--- src/rtl/dlfloat_pkg.sv ---
// DLFloat16 field layout, special encodings and the shared result packer.
// DLFLOAT_SAT_EN: saturate/flush out-of-range exponents; otherwise they wrap modulo 64.
package dlfloat_pkg;

    localparam int          EXP_W    = 6;
    localparam int          MAN_W    = 9;
    localparam int          BIAS     = 31;
    localparam logic [15:0] DLF_ZERO = 16'h0000;
    localparam logic [15:0] DLF_NAN  = 16'hFFFF;
    localparam logic [15:0] DLF_MAX  = 16'h7DFF;

    typedef struct packed {
        logic             sign;
        logic [EXP_W-1:0] expo;
        logic [MAN_W-1:0] mant;
    } dlf_t;

    // expo is a signed, unbounded biased exponent; mant excludes the hidden bit
    function automatic logic [15:0] dlf_pack(input logic sign,
                                             input logic signed [7:0] expo,
                                             input logic [MAN_W-1:0] mant);
        dlf_t r;
`ifdef DLFLOAT_SAT_EN
        if (expo > 8'sd62) return {sign, DLF_MAX[14:0]};
        if (expo < 8'sd1)  return DLF_ZERO;
`endif
        r.sign = sign;
        r.expo = EXP_W'(expo);
        r.mant = mant;
        return r;
    endfunction

endpackage

--- src/rtl/dlfloat_dot_acc_add_comb.sv ---
// Combinational DLFloat16 adder: align smaller operand (truncating), add/subtract,
// renormalise. Zero passes the other operand through, NaN is absorbing.
module dlfloat_add_comb
    import dlfloat_pkg::*;
(
    input  logic [15:0] a_i,
    input  logic [15:0] b_i,
    output logic [15:0] sum_o
);

    logic [15:0]       big, sml;
    logic [MAN_W:0]    mb, ms, ms_al;
    logic [EXP_W-1:0]  ediff;
    logic [MAN_W+1:0]  raw;
    logic [3:0]        lz;
    logic              found;
    logic signed [7:0] e_res;
    logic [MAN_W-1:0]  m_res;

    always_comb begin
        // order by magnitude so the result takes the sign of the larger operand
        if (a_i[14:0] < b_i[14:0]) begin
            big = b_i;
            sml = a_i;
        end else begin
            big = a_i;
            sml = b_i;
        end
        mb    = {1'b1, big[MAN_W-1:0]};
        ms    = {1'b1, sml[MAN_W-1:0]};
        ediff = big[14:9] - sml[14:9];
        ms_al = (ediff > 6'd9) ? '0 : (ms >> ediff);
        raw   = (big[15] == sml[15]) ? ({1'b0, mb} + {1'b0, ms_al})
                                     : ({1'b0, mb} - {1'b0, ms_al});
        lz    = '0;
        found = 1'b0;
        for (int i = MAN_W; i >= 0; i--) begin
            if (!found && raw[i]) begin
                lz    = 4'(MAN_W - i);
                found = 1'b1;
            end
        end
        if (raw[MAN_W+1]) begin
            m_res = raw[MAN_W:1];
            e_res = $signed({2'b00, big[14:9]}) + 8'sd1;
        end else begin
            m_res = MAN_W'(raw[MAN_W:0] << lz);
            e_res = $signed({2'b00, big[14:9]}) - $signed({4'b0000, lz});
        end

        if (a_i == DLF_NAN || b_i == DLF_NAN) sum_o = DLF_NAN;
        else if (a_i == DLF_ZERO)             sum_o = b_i;
        else if (b_i == DLF_ZERO)             sum_o = a_i;
        else if (raw == '0)                   sum_o = DLF_ZERO;
        else                                  sum_o = dlf_pack(big[15], e_res, m_res);
    end

endmodule

--- src/rtl/dlfloat_dot_acc.sv ---
// Multi-channel streaming DLFloat16 MAC: capture -> multiply -> accumulate -> result FIFO.
// Build with DLFLOAT_SAT_EN for saturating exponents (see dlfloat_pkg).
module dlfloat_dot_acc
    import dlfloat_pkg::*;
#(
    parameter int NUM_CH    = 4,
    parameter int OUT_DEPTH = 4,
    parameter int CH_W      = (NUM_CH > 1) ? $clog2(NUM_CH) : 1
) (
    input  logic            clk,
    input  logic            rst,
    input  logic            in_valid,
    output logic            in_ready,
    input  logic [15:0]     in_a,
    input  logic [15:0]     in_b,
    input  logic [CH_W-1:0] in_ch,
    input  logic            in_first,
    input  logic            in_last,
    output logic            out_valid,
    input  logic            out_ready,
    output logic [15:0]     out_data,
    output logic [CH_W-1:0] out_ch,
    output logic            out_nan
);

    localparam int AW = $clog2(OUT_DEPTH);

    logic            i_valid_q, i_first_q, i_last_q;
    logic [15:0]     i_a_q, i_b_q;
    logic [CH_W-1:0] i_ch_q;
    logic            m_valid_q, m_first_q, m_last_q;
    logic [15:0]     m_prod_q;
    logic [CH_W-1:0] m_ch_q;

    logic [2*MAN_W+1:0] man_prod;
    logic [MAN_W-1:0]   m_man;
    logic [7:0]         e_prod;
    logic [15:0]        prod_d, acc_op, sum_d;
    logic [15:0]        acc_q [NUM_CH];

    logic [15:0]     fifo_data_q [OUT_DEPTH];
    logic [CH_W-1:0] fifo_ch_q   [OUT_DEPTH];
    logic [AW:0]     wr_ptr_q, rd_ptr_q, count;
    logic [AW+1:0]   credits;
    logic            accept, push, pop;

    // every last pair already past the input port holds a FIFO slot
    assign count    = wr_ptr_q - rd_ptr_q;
    assign credits  = {1'b0, count} + (AW+2)'(i_valid_q & i_last_q)
                                    + (AW+2)'(m_valid_q & m_last_q);
    assign in_ready = !rst && (credits < (AW+2)'(OUT_DEPTH));
    assign accept   = in_valid && in_ready;

    always_ff @(posedge clk or posedge rst) begin
        if (rst) begin
            i_valid_q <= 1'b0;
            i_a_q     <= '0;
            i_b_q     <= '0;
            i_ch_q    <= '0;
            i_first_q <= 1'b0;
            i_last_q  <= 1'b0;
        end else begin
            i_valid_q <= accept;
            if (accept) begin
                i_a_q     <= in_a;
                i_b_q     <= in_b;
                i_ch_q    <= in_ch;
                i_first_q <= in_first;
                i_last_q  <= in_last;
            end
        end
    end

    always_comb begin
        man_prod = {1'b1, i_a_q[MAN_W-1:0]} * {1'b1, i_b_q[MAN_W-1:0]};
        m_man    = man_prod[2*MAN_W+1] ? MAN_W'(man_prod >> (MAN_W + 1))
                                       : MAN_W'(man_prod >> MAN_W);
        e_prod   = {2'b00, i_a_q[14:9]} + {2'b00, i_b_q[14:9]}
                 + {7'd0, man_prod[2*MAN_W+1]} - 8'(BIAS);
        if (i_a_q == DLF_NAN || i_b_q == DLF_NAN)        prod_d = DLF_NAN;
        else if (i_a_q == DLF_ZERO || i_b_q == DLF_ZERO) prod_d = DLF_ZERO;
        else prod_d = dlf_pack(i_a_q[15] ^ i_b_q[15], $signed(e_prod), m_man);
    end

    always_ff @(posedge clk or posedge rst) begin
        if (rst) begin
            m_valid_q <= 1'b0;
            m_prod_q  <= '0;
            m_ch_q    <= '0;
            m_first_q <= 1'b0;
            m_last_q  <= 1'b0;
        end else begin
            m_valid_q <= i_valid_q;
            if (i_valid_q) begin
                m_prod_q  <= prod_d;
                m_ch_q    <= i_ch_q;
                m_first_q <= i_first_q;
                m_last_q  <= i_last_q;
            end
        end
    end

    assign acc_op = m_first_q ? DLF_ZERO : acc_q[m_ch_q];

    dlfloat_add_comb u_add (
        .a_i   (acc_op),
        .b_i   (m_prod_q),
        .sum_o (sum_d)
    );

    for (genvar gi = 0; gi < NUM_CH; gi++) begin : g_acc
        always_ff @(posedge clk or posedge rst) begin
            if (rst)                                    acc_q[gi] <= DLF_ZERO;
            else if (m_valid_q && m_ch_q == CH_W'(gi))  acc_q[gi] <= sum_d;
        end
    end

    assign push = m_valid_q && m_last_q;
    assign pop  = out_valid && out_ready;

    always_ff @(posedge clk or posedge rst) begin
        if (rst) begin
            wr_ptr_q <= '0;
            rd_ptr_q <= '0;
        end else begin
            if (push) wr_ptr_q <= wr_ptr_q + 1'b1;
            if (pop)  rd_ptr_q <= rd_ptr_q + 1'b1;
        end
    end

    always_ff @(posedge clk) begin
        if (push) begin
            fifo_data_q[wr_ptr_q[AW-1:0]] <= sum_d;
            fifo_ch_q[wr_ptr_q[AW-1:0]]   <= m_ch_q;
        end
    end

    assign out_valid = (count != '0);
    assign out_data  = out_valid ? fifo_data_q[rd_ptr_q[AW-1:0]] : DLF_ZERO;
    assign out_ch    = out_valid ? fifo_ch_q[rd_ptr_q[AW-1:0]] : '0;
    assign out_nan   = out_valid && (out_data == DLF_NAN);

endmodule

--- config.mk ---
export PLATFORM = sky130hd
export DESIGN_NAME = dlfloat_dot_acc
export DESIGN_NICKNAME = d
export VERILOG_FILES = /design/src/rtl/dlfloat_pkg.sv /design/src/rtl/dlfloat_dot_acc_add_comb.sv /design/src/rtl/dlfloat_dot_acc.sv
export SDC_FILE = /design/constraint.sdc
export NUM_CORES = 1
export LEC_CHECK = 0
export ABC_AREA = 1
export BUFFER_PORTS_ARGS = -buffer_cell sky130_fd_sc_hd__buf_4
export CAP_MARGIN = 20
export CELL_PAD_IN_SITES_DETAIL_PLACEMENT = 0
export CELL_PAD_IN_SITES_GLOBAL_PLACEMENT = 1
export CORE_UTILIZATION = 35
export CTS_CLUSTER_DIAMETER = 150
export DETAILED_ROUTE_END_ITERATION = 10
export PLACE_DENSITY = 0.65
export RECOVER_POWER = 50
export SYNTH_ARGS = -nofsm -noshare
export SYNTH_HDL_FRONTEND = slang
export SYNTH_SLANG_ARGS = --single-unit
--- constraint.sdc ---
create_clock -name clk -period 7.68 [get_ports clk]
set_input_delay 2.304 -clock clk [delete_from_list [all_inputs] [get_ports clk]]
set_output_delay 2.304 -clock clk [all_outputs]
set_load 0.02 [all_outputs]
After elaboration in Yosys (flattened, before gate mapping) --
Memories as Yosys holds them, arrays and structs flattened. Cells that the tools add are included.
Storage, ports and cells: flip-flop bits (word level) 128, latch bits 0, memory bits (writable) 72, bits in read-only memories 0, bits of input ports 40, output and inout bits 21, logic and storage cells 129, memories kept 2
Operators by class: add/sub/neg operators 13, multiply operators 1, div/mod/pow operators 0, $lt $le $gt $ge 4, equal/unequal tests 9, shifts and indexed selects 2, mux-type cells 39, bitwise operators 4, reductions and logical operators 38
Memory list:
- fifo_data_q | depth 4, bits a word 16, read ports 1, clocked after memory_dff 0, write ports 1, line dlfloat_dot_acc.sv:41 | logic [15:0] fifo_data_q [OUT_DEPTH];
- fifo_ch_q | depth 4, bits a word 2, read ports 1, clocked after memory_dff 0, write ports 1, line dlfloat_dot_acc.sv:42 | logic [CH_W-1:0] fifo_ch_q [OUT_DEPTH];
Operators with widths (count):
- $mux 16 | 12
- $eq 16x16->1 const B | 5
- $logic_not 16->1 | 4
- $bmux 16 s2 | 1
- $mul 10x10->20 | 1
- $logic_and 1x1->1 | 18
- $mux 9 | 2
- $lt 15x15->1 | 1
- $mux 1 | 12
- $mux 3 | 4
- $add 10x10->11 | 1
- $logic_not 11->1 | 1
- $mux 11 | 1
- $sub 10x10->11 | 1
- $logic_not 1->1 | 10
- $mux 10 | 1
- $shl 10x4->9 | 1
- $shr 10x6->10 | 1
- $mux 4 | 2
- $add 3x1->3 const B | 2
- $add 6x1->6 | 1
- $add 6x1->6 const B | 1
- $add 6x6->6 | 1
- $gt 6x4->1 const B | 1
- other kinds (19) | 25

Logic depth before layout (Yosys ltp) --
Gate-level depths: netlist of run 1.
word-level depth 46, depth in mapped cells 70, mapped depth without buffers 67

Hierarchy --
Synthesis of run 1 repeated with hierarchy kept, for this count alone.
Second synthesis, totals: cells, all modules 1939, area, all modules 15183.3 µm²
Modules (own cells, without submodules):
- dlfloat_dot_acc | instances 1, cells each 1320, area an instance 11887.7 µm², sequential area each 5365.1 µm²
- dlfloat_add_comb | instances 1, cells each 619, area an instance 3295.7 µm², sequential area each 0.0 µm²

Worst setup path after synthesis of run 1 --
No wires, ideal clock.
path kind register -> register, from register m_ch_q[0], to memory fifo_data_q[0][14], data pin, library setup time 273 ps, data arrival time 7968 ps, data required time 7407 ps, setup slack -562 ps, cell stages (with the launch flop) 61, path buffers 3, clock period less this slack 8242 ps, cells stage by stage dfrtp_1 > buf_4 > inv_4 > nor2_1 > buf_2 > a221oi_1 > nor2_1 > ha_1 > buf_2 > nand2_1 > inv_1 > nand3_1 > nand2_1 > a21oi_2 > nand2_4 > nand2_1 > o211ai_1 > ha_1 > [... 25 more ...] > nor2_4 > nand3_2 > nand2_2 > inv_2 > ha_1 > o21ai_0 > a21oi_1 > ha_1 > a21oi_1 > nand2_1 > nand2_1 > nand2_1 > a21oi_1 > xnor2_1 > xnor2_1 > o21ai_1 > nand2_1 > nand2_2
Between the ends: cells in the longest elaborated chain, start to end 46, elaborated cells between the ends (all ways) 63, classes of those cells 5 x add/sub; 2 x order compare; 2 x eq/ne; 1 x shift; 31 x mux; 1 x bitwise; 21 x reduce/logical
RTL lines:
- start, declared | line dlfloat_dot_acc.sv:33 | logic [CH_W-1:0] m_ch_q;
- start signal, assigned | line dlfloat_dot_acc.sv:96 | m_ch_q <= i_ch_q;
- $not 2->3 (not written as such) * | line dlfloat_dot_acc.sv:103 | assign acc_op = m_first_q ? DLF_ZERO : acc_q[m_ch_q];
- $bmux 16 s2 * | line dlfloat_dot_acc.sv:103
- $mux 16 (not written as such) * (2 in series) | line dlfloat_dot_acc.sv:103
- $mux 16 * | line dlfloat_dot_acc.sv:103
- $lt 15x15->1 | line dlfloat_dot_acc_add_comb.sv:22 | if (a_i[14:0] < b_i[14:0]) begin
- $mux 16 | line dlfloat_dot_acc_add_comb.sv:22
- $sub 6x6->6 | line dlfloat_dot_acc_add_comb.sv:31 | ediff = big[14:9] - sml[14:9];
- $gt 6x4->1 / $shr 10x6->10 (equally long branches) | line dlfloat_dot_acc_add_comb.sv:32 | ms_al = (ediff > 6'd9) ? '0 : (ms >> ediff);
- [... 30 more ...]
- $mux 4 | line dlfloat_dot_acc_add_comb.sv:38 | if (!found && raw[i]) begin
- $sub 6x4->6 | line dlfloat_dot_acc_add_comb.sv:48 | e_res = $signed({2'b00, big[14:9]}) - $signed({4'b0000, lz});
- $mux 6 | line dlfloat_dot_acc_add_comb.sv:43 | if (raw[MAN_W+1]) begin
- $mux 16 | line dlfloat_dot_acc_add_comb.sv:54 | else if (raw == '0) sum_o = DLF_ZERO;
- $mux 16 | line dlfloat_dot_acc_add_comb.sv:53 | else if (b_i == DLF_ZERO) sum_o = a_i;
- $mux 16 | line dlfloat_dot_acc_add_comb.sv:52 | else if (a_i == DLF_ZERO) sum_o = b_i;
- $mux 16 * | line dlfloat_dot_acc_add_comb.sv:51 | if (a_i == DLF_NAN || b_i == DLF_NAN) sum_o = DLF_NAN;
- named net sum_d[14] | line dlfloat_dot_acc.sv:38 | logic [15:0] prod_d, acc_op, sum_d;
- end, declared | line dlfloat_dot_acc.sv:41
The timed path passes the listed nets; every way through them passes the cells marked *. The select of a mux whose other input is x is not followed.

Worst setup path after layout of run 1 --
from register m_ch_q[0], to register acc_q[29] in the netlist's numbering
Between the ends: cells in the longest elaborated chain, start to end 46, elaborated cells between the ends (all ways) 65, classes of those cells 5 x add/sub; 2 x order compare; 3 x eq/ne; 1 x shift; 31 x mux; 1 x bitwise; 22 x reduce/logical
RTL lines:
- $not 2->3 (not written as such) * | line dlfloat_dot_acc.sv:103
- $bmux 16 s2 * | line dlfloat_dot_acc.sv:103
- $mux 16 (not written as such) * (2 in series) | line dlfloat_dot_acc.sv:103
- $mux 16 * | line dlfloat_dot_acc.sv:103
- $lt 15x15->1 | line dlfloat_dot_acc_add_comb.sv:22
- $mux 16 | line dlfloat_dot_acc_add_comb.sv:22
- $sub 6x6->6 | line dlfloat_dot_acc_add_comb.sv:31
- $gt 6x4->1 / $shr 10x6->10 (equally long branches) | line dlfloat_dot_acc_add_comb.sv:32
- [... 30 more ...]
- $mux 4 | line dlfloat_dot_acc_add_comb.sv:38
- $sub 6x4->6 | line dlfloat_dot_acc_add_comb.sv:48
- $mux 6 | line dlfloat_dot_acc_add_comb.sv:43
- $mux 16 | line dlfloat_dot_acc_add_comb.sv:54
- $mux 16 | line dlfloat_dot_acc_add_comb.sv:53
- $mux 16 | line dlfloat_dot_acc_add_comb.sv:52
- $mux 16 * | line dlfloat_dot_acc_add_comb.sv:51
- named net sum_d[13] | line dlfloat_dot_acc.sv:38
- end signal, assigned by index | line dlfloat_dot_acc.sv:114 | else if (m_valid_q && m_ch_q == CH_W'(gi)) acc_q[gi] <= sum_d;
- end, declared | line dlfloat_dot_acc.sv:39 | logic [15:0] acc_q [NUM_CH];
Marks and branches as above. A chain may end at the register's enable or synchronous reset.

==> results of run 1 <==
[stage by stage]
stage	setup slack [ns]	utilization [%]	instance area, um^2	TNS, ns	hold slack [ns]
after floorplan	-0.207	-	14900	-1.49	0.352
after global placement	-0.824	41.9	17500	-38.91	0.462
after detailed placement	-0.992	41.9	17500	-55.11	0.462
after CTS	-0.490	44.4	18600	-15.19	0.482
after global routing	-1.08	47.2	19700	-57.67	0.495
final	-0.600	47.2	19700	-18.24	0.478
[worst max path at each step]
stage          startpoint                  to  slack [ns]  depth (start not counted)
5_1_grt         m_ch_q[0]           acc_q[62]       -1.08                         66
3_5_place_dp    m_ch_q[0]  fifo_data_q[1][14]       -0.99                         54
2_1_floorplan   m_ch_q[0]  fifo_data_q[0][14]       -0.21                         60
4_1_cts         m_ch_q[0]           acc_q[13]       -0.49                         63
3_3_place_gp    m_ch_q[1]  fifo_data_q[0][14]       -0.82                         55
6_report        m_ch_q[0]           acc_q[29]       -0.60                         62
[kinds of logic (layout without fill, tap and decap cells)]
| family | count (synthesis) | after routing | share of synthesized area, % |
|---|---|---|---|
| AO/OA/AOI/OAI | 260 | 260 | 10.6 |
| buffers and inverters | 309 | 623 | 8.16 |
| AND/OR/NAND/NOR | 890 | 891 | 25.1 |
| XOR/XNOR | 42 | 42 | 2.58 |
| flip-flops | 200 | 200 | 36.2 |
| adder cells (fa/ha/maj) | 165 | 165 | 17.2 |
| multiplexers | 2 | 2 | 0.135 |
[state kept, by name, indices dropped and copies added (netlist names), 2 cells and up]
name and cells:
i_ch_q 2, fifo_data_q 64, m_prod_q 16, i_a_q 16
rd_ptr_q 3, acc_q 64, i_b_q 16, wr_ptr_q 3
fifo_ch_q 8, m_ch_q 2
[worst reg2reg max path: cells and delay by family, from the launching register on]
family | cells | cell delay [ns]
adders and majority gates | 6 | 1.54
DFF | 1 | 0.41
xor gates and xnor gates | 4 | 0.62
and+or+nand+nor | 22 | 1.68
buffers and inverters | 13 | 1.46
AOI/OAI and AO/OA | 17 | 2.41
[routing by layer]
| metal | track usage, % | share of wire, % |
|---|---|---|
| met4 | 3.22 | 0.96 |
| met5 | 0 | 0 |
| met1 | 29.4 | 47 |
| met3 | 2.95 | 3.5 |
| met2 | 37.2 | 49 |
[synthesized netlist by cell type, types with 6 or more instances]
cell type,instances,area (um^2)
sky130_fd_sc_hd__a21oi_1,91,455
sky130_fd_sc_hd__a221oi_1,14,123
sky130_fd_sc_hd__a22o_1,6,52.6
sky130_fd_sc_hd__a22oi_1,9,67.6
sky130_fd_sc_hd__a31oi_1,6,37.5
sky130_fd_sc_hd__a32o_1,10,100
sky130_fd_sc_hd__buf_2,13,65.1
sky130_fd_sc_hd__clkbuf_1,47,176
sky130_fd_sc_hd__clkinv_1,8,30.0
sky130_fd_sc_hd__dfrtp_1,128,3200
sky130_fd_sc_hd__edfxtp_1,72,2160
sky130_fd_sc_hd__fa_1,65,1300
sky130_fd_sc_hd__ha_1,100,1250
sky130_fd_sc_hd__inv_1,223,837
sky130_fd_sc_hd__inv_2,9,33.8
sky130_fd_sc_hd__nand2_1,629,2360
sky130_fd_sc_hd__nand2_2,21,131
sky130_fd_sc_hd__nand3_1,87,435
sky130_fd_sc_hd__nand4_1,27,169
sky130_fd_sc_hd__nor2_1,81,304
sky130_fd_sc_hd__nor4_1,22,138
sky130_fd_sc_hd__o211ai_1,11,82.6
sky130_fd_sc_hd__o21ai_0,65,325
sky130_fd_sc_hd__o21ai_1,16,80.1
sky130_fd_sc_hd__o22ai_1,11,68.8
sky130_fd_sc_hd__xnor2_1,12,105
sky130_fd_sc_hd__xor2_1,28,245
[timing repair]
action                                  4_1_cts  5_1_grt
endpoints found under the setup margin      130      133
resized for setup                            38      209
pin swaps                                    41      108
buffers inserted                             21       37
cloned                                        1        1
[layout by cell type (no fill, tap or decap), drive strengths merged, types with 14 or more instances in the layout]
cell type	synthesis	routed
a221oi	14	14
inv	234	241
nor2	85	85
o21ai	83	83
nand2	652	653
nor4	22	22
buf	19	348
edfxtp	72	72
fa	65	65
ha	100	100
nand3	92	92
xor2	30	30
dfrtp	128	128
clkbuf	47	18
nand4	27	27
a21oi	92	92
[final cells by class]
type	instances	area, um^2	share of cell area [%]
multi-input cells	1360	9260	46.9
flip-flops and latches	200	5380	27.2
repair buffers	348	2870	14.5
inverters	243	953	4.83
well taps	539	674	3.42
clock buffers	18	429	2.17
clock inverters	14	174	0.881
==> results.md, run 1 <==
- 0 antenna diodes ended up in the layout.
- The worst setup path is launched from a flip-flop.
- The detailed router placed 13600 vias in this run.
- The first global-routing pass estimated 73700 um of wire.
- The aggregate global routing overflow is 0.
- The hold path startpoint is m_last_q.
- The detailed router's first-iteration violation count is between 700 and 800.
- The number of setup violations in the final report is 40.
- The clock tree skew after final layout is 0.0171 ns.
- The maximum clock frequency is 121 MHz.
- Yosys printed 0 warnings.
- The clock passes through at most 2 buffers.
- The number of nets in the layout is 2375.
- The via count of the first global-routing pass is roughly 13000.
- The depth of the worst hold-timing path is 2.
- The sequential area share after synthesis is 36.2%.
- The total detailed-routing wirelength is 46500 um.
- The register clock-pin slew on the reported worst setup and hold paths is approximately 0.08 ns.
- The count of cells in the finished layout, fillers not included, comes to roughly 2700.
- The data arrival time of the critical path is 8.60 ns.
- The path class of the tightest hold or removal check is reg2reg.
- The number of max-capacitance violations reported is 0.
- The post-synthesis instance area is 14800 um^2.
- The half-perimeter wire length after detailed placement is 34500 um.
- The post-route netlist has 28.0% of its cells at a drive strength greater than 1.
- TritonCTS built the clock tree.
- The area inside the core boundary is around 42000 um^2.
- The kind of end point of the critical path is a flip-flop.
- The cell class contributing the biggest share of worst-path delay is compound AO/OA/AOI/OAI gates.
- The critical path is of the reg2reg type.
- The worst reg2reg path depth is 62.
- The length of the first detailed-routing pass in iterations is 5.
- The residual DRC count is 0.
- The buffer and inverter count on the worst path is 13.
- The number of cells in the design after placement is roughly 2600.
- After detailed routing, the average wire length per cell comes to 17.1 um.
- The source-to-sink clock delay at the later pin of the worst-skew pair is 0.46 ns.
- Among all flip-flop cells after synthesis, the most frequent one is sky130_fd_sc_hd__dfrtp_1.
- The maximum fanout encountered on the critical timing path is 8.
- The number of antenna violations at the first check in global routing was 0.
- At the pin with the least slew margin, the transition time is slightly below 1 ns.
- Entering global routing, the biggest net connects 75 pins.
- The top-level port count is 61.
- The data required time of the critical path is 8.00 ns.
- The congestion estimate from routability-driven global placement came to 0.928.
- The tree is rooted in a sky130_fd_sc_hd__clkbuf_16.
- In the synthesized netlist the async set-or-reset flop fraction comes to 64.0%.
- Counting flops and latches in the post-synthesis netlist gives 200.
- The endpoint identified for the worst register-to-register timing path is acc_q[29].
- The initial core utilization is 35.4%.
- The flow ran to the end, but the final reports show violations.
- Setup repair after global routing could not meet its margin everywhere.
- For hold timing, the worst endpoint is m_last_q.
- The net count after synthesis is 2073.
- The headroom to the max-slew limit is a little over a third.
- The number of clock buffers inserted by TritonCTS is 17.
- The post-detailed-route via-to-cell ratio is roughly 5.
- After floorplanning, the core was divided into 75 placement rows.
- The setup check on the worst reg-to-reg path leaves a slack of -0.60 ns.
- The number of I/O port buffers is 60.
- The width of the chip is 208 um.
- The number of synthesized flops with an enable pin is 72.
- The standard cell with the maximum stage delay on the critical path is sky130_fd_sc_hd__dfrtp_1.
- The launch instance of the worst register-to-register path is m_ch_q[0].
- By instance count, the cell type seen most on the critical path is sky130_fd_sc_hd__nand2_2.
- Buffers inserted to repair hold after CTS numbered 0.
- The die covers 43200 um^2.
- Across every metal layer, demand over resource in global routing totals 21.6%.
- Synthesis produced a netlist whose cell count is 1868.
- The final worst-path cycle share is 108%.
- The height of the chip is slightly above 200 um.
- The max-slew violation count is 0.
- The final number of hold-violating endpoints is 0.
- Counting every sink on the clock net gives 200.
- On the worst path, the slowest cell contributes a delay of roughly 0.41 ns.
- The fill cell instance count of the final layout is 4069.
- The checks that failed: negative setup slack.
- The distinct cell type count after synthesis is 54.
- After layout, the worst setup slack is -0.600 ns.
- The deepest level of the CTS H-tree is 4.
- The remaining number of nets flagged by the antenna check after routing is 0.
- The mean instance size in the synthesized netlist is between 7 and 8 um^2.
- The minimum clock period is 8.28 ns.
- The signed area change from the synthesized netlist to the final layout is 33.2%.
Power of run 1 is not shown: default switching activity piles up to over one toggle a cycle in this logic, so the estimate is an artifact.
==> run 2: changes to the inputs <==
CORE_ASPECT_RATIO = 1.5   (was unset)
SKIP_CTS_REPAIR_TIMING = 1   (was unset)
==> run 2 against run 1 <==
Effect of this change: the flow still finishes with violations (negative setup slack); clock skew is 0.0016 ns lower; global-route usage is 0.82 points higher; utilization is 0.68 points lower; critical path type unchanged; critical endpoint is now fifo_data_q[3][14].
==> results.md, run 2 (same netlist as run 1, synthesis figures left out) <==
- The cell class contributing the biggest share of worst-path delay is compound AO/OA/AOI/OAI gates.
- The depth of the worst hold-timing path is 2 (unchanged).
- The aggregate global routing overflow is 0 (unchanged).
- The number of buffers on the longest clock path was 2 (unchanged).
- The length of the first detailed-routing pass in iterations is 4 (-1).
- The most common library cell in the layout ignoring fill and taps is sky130_fd_sc_hd__nand2_1.
- The most numerous cell on the critical path is sky130_fd_sc_hd__nor2_1.
- The slack of the worst reg-to-reg path is -0.59 ns (about the same).
- The buffer and inverter count on the worst path is 8 (-5).
- The final worst-path cycle share is 108% (-0.13 points).
- The via count of the first global-routing pass is 13800 (+2.9%).
- The number of clock buffers inserted by TritonCTS came to 17 (unchanged).
- The maximum fanout encountered on the critical timing path is 9 (+1).
- The worst register-to-register path begins at m_ch_q[0].
- The data required time of the critical path is 7.86 ns (-0.14 ns).
- The width of the chip was 170 um (-18%).
- The half-perimeter wire length after detailed placement is 36900 um (+6.9%).
- The worst setup path is launched from a flip-flop.
- The clock tree skew after final layout is 0.0155 ns (-0.00156 ns).
- The final cell count without fillers was 2733 (+0.40%).
- The top-level port count is 61 (unchanged).
- The kind of end point of the critical path is a flip-flop.
- The total via count in the routed design is 13600 (-0.30%).
- The reg-to-reg critical path endpoint is fifo_data_q[3][14].
- The pin count of the biggest net entering global routing is 66 (-12%).
- The minimum clock period came to 8.27 ns (-0.0102 ns).
- The detail-routed net length per standard cell is 17.4 um (+1.9%).
- The detailed router's first-iteration violation count is 651 (-11%).
- The source-to-sink clock delay at the later pin of the worst-skew pair was 0.46 ns (about the same).
- The critical path in this run is classified as reg2reg.
- The initial core utilization was 35.4% (-0.040 points).
- The setup slack of the critical path after layout is -0.590 ns (+0.0102 ns).
- The total detailed-routing wirelength is 47600 um (+2.4%).
- The top cell types in the final layout, fill and taps aside, are 582 x sky130_fd_sc_hd__nand2_1, 310 x sky130_fd_sc_hd__buf_4, 218 x sky130_fd_sc_hd__inv_1, 123 x sky130_fd_sc_hd__dfrtp_1, 92 x sky130_fd_sc_hd__ha_1.
- The launch point of the worst path is m_ch_q[0].
- The maximum clock frequency is 121 MHz (+0.12%).
- The hold path startpoint is acc_q[52].
- The cell area reported after detailed placement is 17600 um^2 (+0.32%).
- The number of setup violations in the final report is 40 (unchanged).
- The number of sinks on the clock net is 200 (unchanged).
- Relative to the synthesized area, the layout overhead comes to 31.4%.
- The worst-margin pin slew came to 0.902 ns (-0.0630 ns).
- The residual DRC count is 0 (unchanged).
- The checks that failed: negative setup slack.
- Setup repair after global routing could not meet its margin everywhere.
- The final number of hold-violating endpoints is 0 (unchanged).
- The worst reg2reg path depth is 58 (-6.5%).
- The deepest level of the CTS H-tree came to 4 (unchanged).
- The area inside the core boundary is 41900 um^2 (+0.11%).
- The max-slew violation count is 0 (unchanged).
- The height of the chip was 254 um (+22%).
- The number of I/O port buffers is 60 (unchanged).
- The number of max-capacitance violations reported was 0 (unchanged).
- The stage delay of the slowest cell on the critical path is 0.40 ns (about the same).
- The number of nets in the layout was 2361 (-0.59%).
- The class of the worst hold path is reg2reg.
- The proportion of layout cells with a drive suffix above 1 came to 26.6% (-1.4 points).
- TritonCTS built the clock tree.
- The headroom to the max-slew limit is 39.8% (+4.2 points).
- The data arrival time of the critical path was 8.45 ns (-0.15 ns).
- The number of placement rows is 92 (+23%).
- The total routing usage reported by global routing is 22.4% (+0.82 points).
- The die area is 43200 um^2 (about the same).
- The worst-case hold path end point is acc_q[52].
- The number of cells in the design after placement is 2661 (+1.1%).
- The tree is rooted in a sky130_fd_sc_hd__clkbuf_16.
- The global-route wire length before repair is 74300 um (+0.79%).
- The finished layout cell area is 19500 um^2 (-1.3%).
- The remaining number of nets flagged by the antenna check after routing is 0 (unchanged).
- The number of antenna violations at the first check in global routing is 0 (unchanged).
- The standard cell with the maximum stage delay on the critical path is sky130_fd_sc_hd__dfrtp_1.
- The run finished, with violations left.
- The final antenna diode count is 0 (unchanged).
- The weighted congestion reported at the end of routability-driven placement is 0.945 (+1.8%).
- The post-detailed-route via-to-cell ratio came to 4.96 (-0.70%).
- The register clock-pin slew on the reported worst setup and hold paths is 0.09 ns (about the same).
==> run 2: changes by cell type in the layout (fill, tap and decap cells not counted), sizes merged <==
cell      delta
buf         -16
clkinv       +3
bufinv       -1
clkinvlp     -1
nor2         +1
==> run 2: worst register-to-register path: cells and delay by family, from the launching register on <==
family          cells  cell delay [ns]
compound gates     15             2.26
simple gates       26             2.23
fa+ha+maj           5             1.44
buf+inv             8             0.89
xor+xnor            4             0.78
flops               1             0.40
==> run 2: how the worst max path moves through the flow <==
stage                         endpoint  slack, ns  cells after the start
floorplan           fifo_data_q[0][14]      -0.21                     60
global placement    fifo_data_q[2][13]      -0.80                     52
detailed placement  fifo_data_q[2][14]      -0.93                     54
CTS                 fifo_data_q[1][14]      -0.94                     54
global route                 acc_q[62]      -1.12                     61
finish              fifo_data_q[3][14]      -0.59                     58
==> run 2: layer usage <==
layer,wire length [um],vias to the layer above,GRT usage (%)
li1,-,6656,-
met1,18200,6545,24.0
met2,26500,239,44.2
met3,949,111,2.10
met4,1970,0,8.98
met5,0,-,0
==> run 2: area by class of cell <==
class | count | area, um^2
flip-flops and latches | 200 | 5370
repair buffers | 332 | 2630
clock buffers | 18 | 450
clock inverters | 14 | 198
well taps | 564 | 706
multi-input cells | 1361 | 9170
fillers | 4269 | 22400
inverters | 243 | 943
repair inverters | 1 | 6.26
==> run 2: metrics by stage <==
stage	utilization, %	setup slack, ns	hold slack (ns)	TNS, ns
floorplan	-	-0.207	0.352	-1.49
global placement	42.0	-0.803	0.461	-26.67
detailed placement	42.0	-0.925	0.465	-36.28
CTS	43.5	-0.943	0.487	-38.98
global route	46.5	-1.12	0.504	-61.29
finish	46.5	-0.590	0.483	-18.58
Power of run 2 is left out for the same reason.
==> run 3: changes to the inputs <==
ABC_AREA = 0   (was 1)
PLACE_DENSITY = 0.63   (was 0.65)
==> run 3 against run 2 <==
Effect of this change: the run still ends with negative setup slack left; sequential cell count unchanged; non-clock buffer count up 80; final area grew 6.8%; sequential share of layout area shrank 1.8 points; first-iteration DRC count is 3.1% higher; synthesized cell count fell by 13%; die area grew 4.9%; synthesized area rose by 4.9%; critical path type unchanged.
==> results.md, run 3 <==
- The net count after synthesis is 1836 (-11%).
- The root buffer cell chosen for the clock tree is sky130_fd_sc_hd__clkbuf_16.
- The final number of hold-violating endpoints came to 0 (unchanged).
- The top-level port count was 61 (unchanged).
- The final worst-path cycle share is 121% (+13 points).
- The number of antenna violations at the first check in global routing is 0 (unchanged).
- The synthesized flop and latch total is 200 (unchanged).
- The half-perimeter wire length after detailed placement is 40600 um (+10%).
- The weighted congestion reported at the end of routability-driven placement came to 0.979 (+3.7%).
- The source-to-sink clock delay at the later pin of the worst-skew pair is 0.46 ns (about the same).
- The total number of yosys warnings is 0 (unchanged).
- The core occupancy in the finished layout is 47.4% (+0.95 points).
- The area share of the largest cell type after synthesis came to 20.6% (-1.0 points).
- The maximum fanout encountered on the critical timing path came to 8 (-1).
- The initial core utilization is 35.4% (+0.084 points).
- In the post-synthesis netlist, the biggest area contributors are sky130_fd_sc_hd__dfrtp_1 21%, sky130_fd_sc_hd__edfxtp_1 14%, sky130_fd_sc_hd__fa_1 8.4%, sky130_fd_sc_hd__ha_1 8.0%, sky130_fd_sc_hd__nand2_1 5.7%.
- The worst-margin pin slew is 1.25 ns (+0.352 ns).
- The commonest cells after synthesis are 237 x sky130_fd_sc_hd__nand2_1, 128 x sky130_fd_sc_hd__dfrtp_1, 128 x sky130_fd_sc_hd__nor2_1.
- The stage delay of the slowest cell on the critical path is 0.50 ns (+0.10 ns).
- The max-slew violation count was 0 (unchanged).
- The clock tree skew after final layout is 0.0129 ns (-0.00261 ns).
- The total via count in the routed design is 13500 (-0.22%).
- Yosys instantiated no cell more often than sky130_fd_sc_hd__nand2_1.
- The number of clock buffers inserted by TritonCTS was 17 (unchanged).
- The number of placement rows came to 94 (+2.2%).
- The register clock-pin slew on the reported worst setup and hold paths came to 0.08 ns (about the same).
- The remaining number of nets flagged by the antenna check after routing is 0 (unchanged).
- The die area is 45300 um^2 (+4.9%).
- Setup repair after global routing could not meet its margin everywhere.
- The critical path startpoint category is a flip-flop.
- The number of I/O port buffers was 60 (unchanged).
- The instance count of the mapped netlist is 1631 (-13%).
- The residual DRC count is 0 (unchanged).
- The width of the chip was 174 um (+2.4%).
- The global-route wire length before repair is 79300 um (+6.8%).
- The post-synthesis instance area is 15500 um^2 (+4.9%).
- The headroom to the max-slew limit was 16.4% (-23 points).
- The placement-stage worst setup slack is -1.73 ns (-0.806 ns).
- The deepest level of the CTS H-tree is 4 (unchanged).
- The mean instance size in the synthesized netlist is 9.53 um^2 (+20%).
- The via count of the first global-routing pass is 14200 (+2.8%).
- The number of synthesized flops with an enable pin was 72 (unchanged).
- The final cell count without fillers is 2560 (-6.3%).
- The number of buffers on the longest clock path is 2 (unchanged).
- The flow ran to the end, but the final reports show violations.
- The number of sinks on the clock net is 200 (unchanged).
- The fraction of synthesis flops using an asynchronous set or reset pin is 64.0% (unchanged).
- The distinct cell type count after synthesis is 96 (+78%).
- The sequential area share after synthesis is 34.5% (-1.7 points).
- The category of the most critical setup path is reg2reg.
- The biggest area contributor in the post-synthesis netlist is sky130_fd_sc_hd__dfrtp_1.
- The aggregate global routing overflow is 0 (unchanged).
- The number of cells in the design after placement was 2483 (-6.7%).
- The cell area reported after detailed placement is 19000 um^2 (+8.2%).
- The total routing usage reported by global routing is 22.8% (+0.41 points).
- The setup slack of the critical path after layout is -1.61 ns (-1.02 ns).
- The number of nets in the layout came to 2176 (-7.8%).
- The library cell used most frequently in the layout, excluding fill and tap cells, is sky130_fd_sc_hd__buf_4.
- The data arrival time of the critical path is 9.49 ns (+1.04 ns).
- The slowest stage of the critical path belongs to the cell sky130_fd_sc_hd__mux4_2.
- The detail-routed net length per standard cell was 20.1 um (+15%).
- The height of the chip came to 260 um (+2.4%).
- The finished layout cell area is 20800 um^2 (+6.8%).
- The cell that appears most often on the critical path is sky130_fd_sc_hd__a21oi_2.
- The total detailed-routing wirelength is 51400 um (+7.9%).
- The number of setup violations in the final report is 128 (+220%).
- The area inside the core boundary is 43900 um^2 (+4.7%).
- The number of max-capacitance violations reported is 0 (unchanged).
- The final antenna diode count is 0 (unchanged).
- The class of the worst hold path is reg2reg.
- The detailed router's first-iteration violation count is 671 (+3.1%).
- The data required time of the critical path is 7.88 ns (+0.02 ns).
- The library cells used most frequently in the layout, excluding fill and tap cells, are 384 x sky130_fd_sc_hd__buf_4, 216 x sky130_fd_sc_hd__nand2_1, 122 x sky130_fd_sc_hd__dfrtp_1, 118 x sky130_fd_sc_hd__nor2_1, 101 x sky130_fd_sc_hd__inv_1.
- The length of the first detailed-routing pass in iterations is 5 (+1).
- The proportion of layout cells with a drive suffix above 1 came to 34.1% (+7.5 points).
- The TritonCTS clock tree is built.
- The kind of end point of the critical path is a flip-flop.
- The area growth from synthesis to layout is 33.8%.
- The final reports fail on negative setup slack.
- The pin count of the biggest net entering global routing is 84 (+27%).
- The post-detailed-route via-to-cell ratio is 5.28 (+6.5%).
- The maximum clock frequency is 108 MHz (-11%).
- The minimum clock period is 9.29 ns (+1.02 ns).
- The most common flop cell mapped by yosys is sky130_fd_sc_hd__dfrtp_1.
[run 3: through the flow]
step | hold slack (ns) | setup TNS [ns]
final | 0.488 | -94.62
after detailed placement | 0.475 | -115.62
after floorplan | 0.429 | -67.02
after global routing | 0.513 | -139.22
after CTS | 0.494 | -120.62
after global placement | 0.463 | -100.71
[run 3: worst paths after layout]
check | startpoint | endpoint | slack [ns] | cells past startpoint
min in group asynchronous | rst | wr_ptr_q[1] | 2.02 | 3
setup / recovery | m_ch_q[0] | fifo_data_q[2][14] | -1.61 | 44
max in group asynchronous | rst | m_prod_q[11] | 4.46 | 5
hold / removal | i_first_q | i_first_q | 0.49 | 2
hold reg to reg | i_first_q | i_first_q | 0.49 | 2
setup reg to reg | m_ch_q[0] | fifo_data_q[2][14] | -1.61 | 44
[run 3: routing by layer]
layer | up-vias | track usage [%] | part of all wire (%)
met1 | 6675 | 25.4 | 39
met2 | 278 | 43.7 | 54
li1 | 6461 | - | -
met5 | - | 0 | 0
met4 | 0 | 10.2 | 4.6
met3 | 107 | 2.09 | 2.7
[run 3: final cells by class]
class	instances	area, um^2
inverter	108	409
multi-input combinational	1232	10300
clock buffer	18	439
clock inverter	14	201
fill	4178	23100
sequential	200	5370
timing repair buffer	412	3320
tap	576	721
[run 3: cells by family after synthesis]
group,Yosys count,synth area share (%)
simple gates,601,18.6
buf+inv,199,4.99
compound gates,347,15.1
mux,73,7.85
flops,200,34.5
xor+xnor,46,2.59
fa+ha+maj,165,16.4
[run 3: critical path: cells and delay by family (launching register included)]
family,cells,cell delay [ns]
and+or+nand+nor,10,1.61
adders and majority gates,5,1.23
muxes,2,0.85
DFF,1,0.40
xor gates and xnor gates,1,0.22
buffers and inverters,4,0.50
AOI/OAI and AO/OA,22,4.19
Power of run 3 is left out for the same reason.
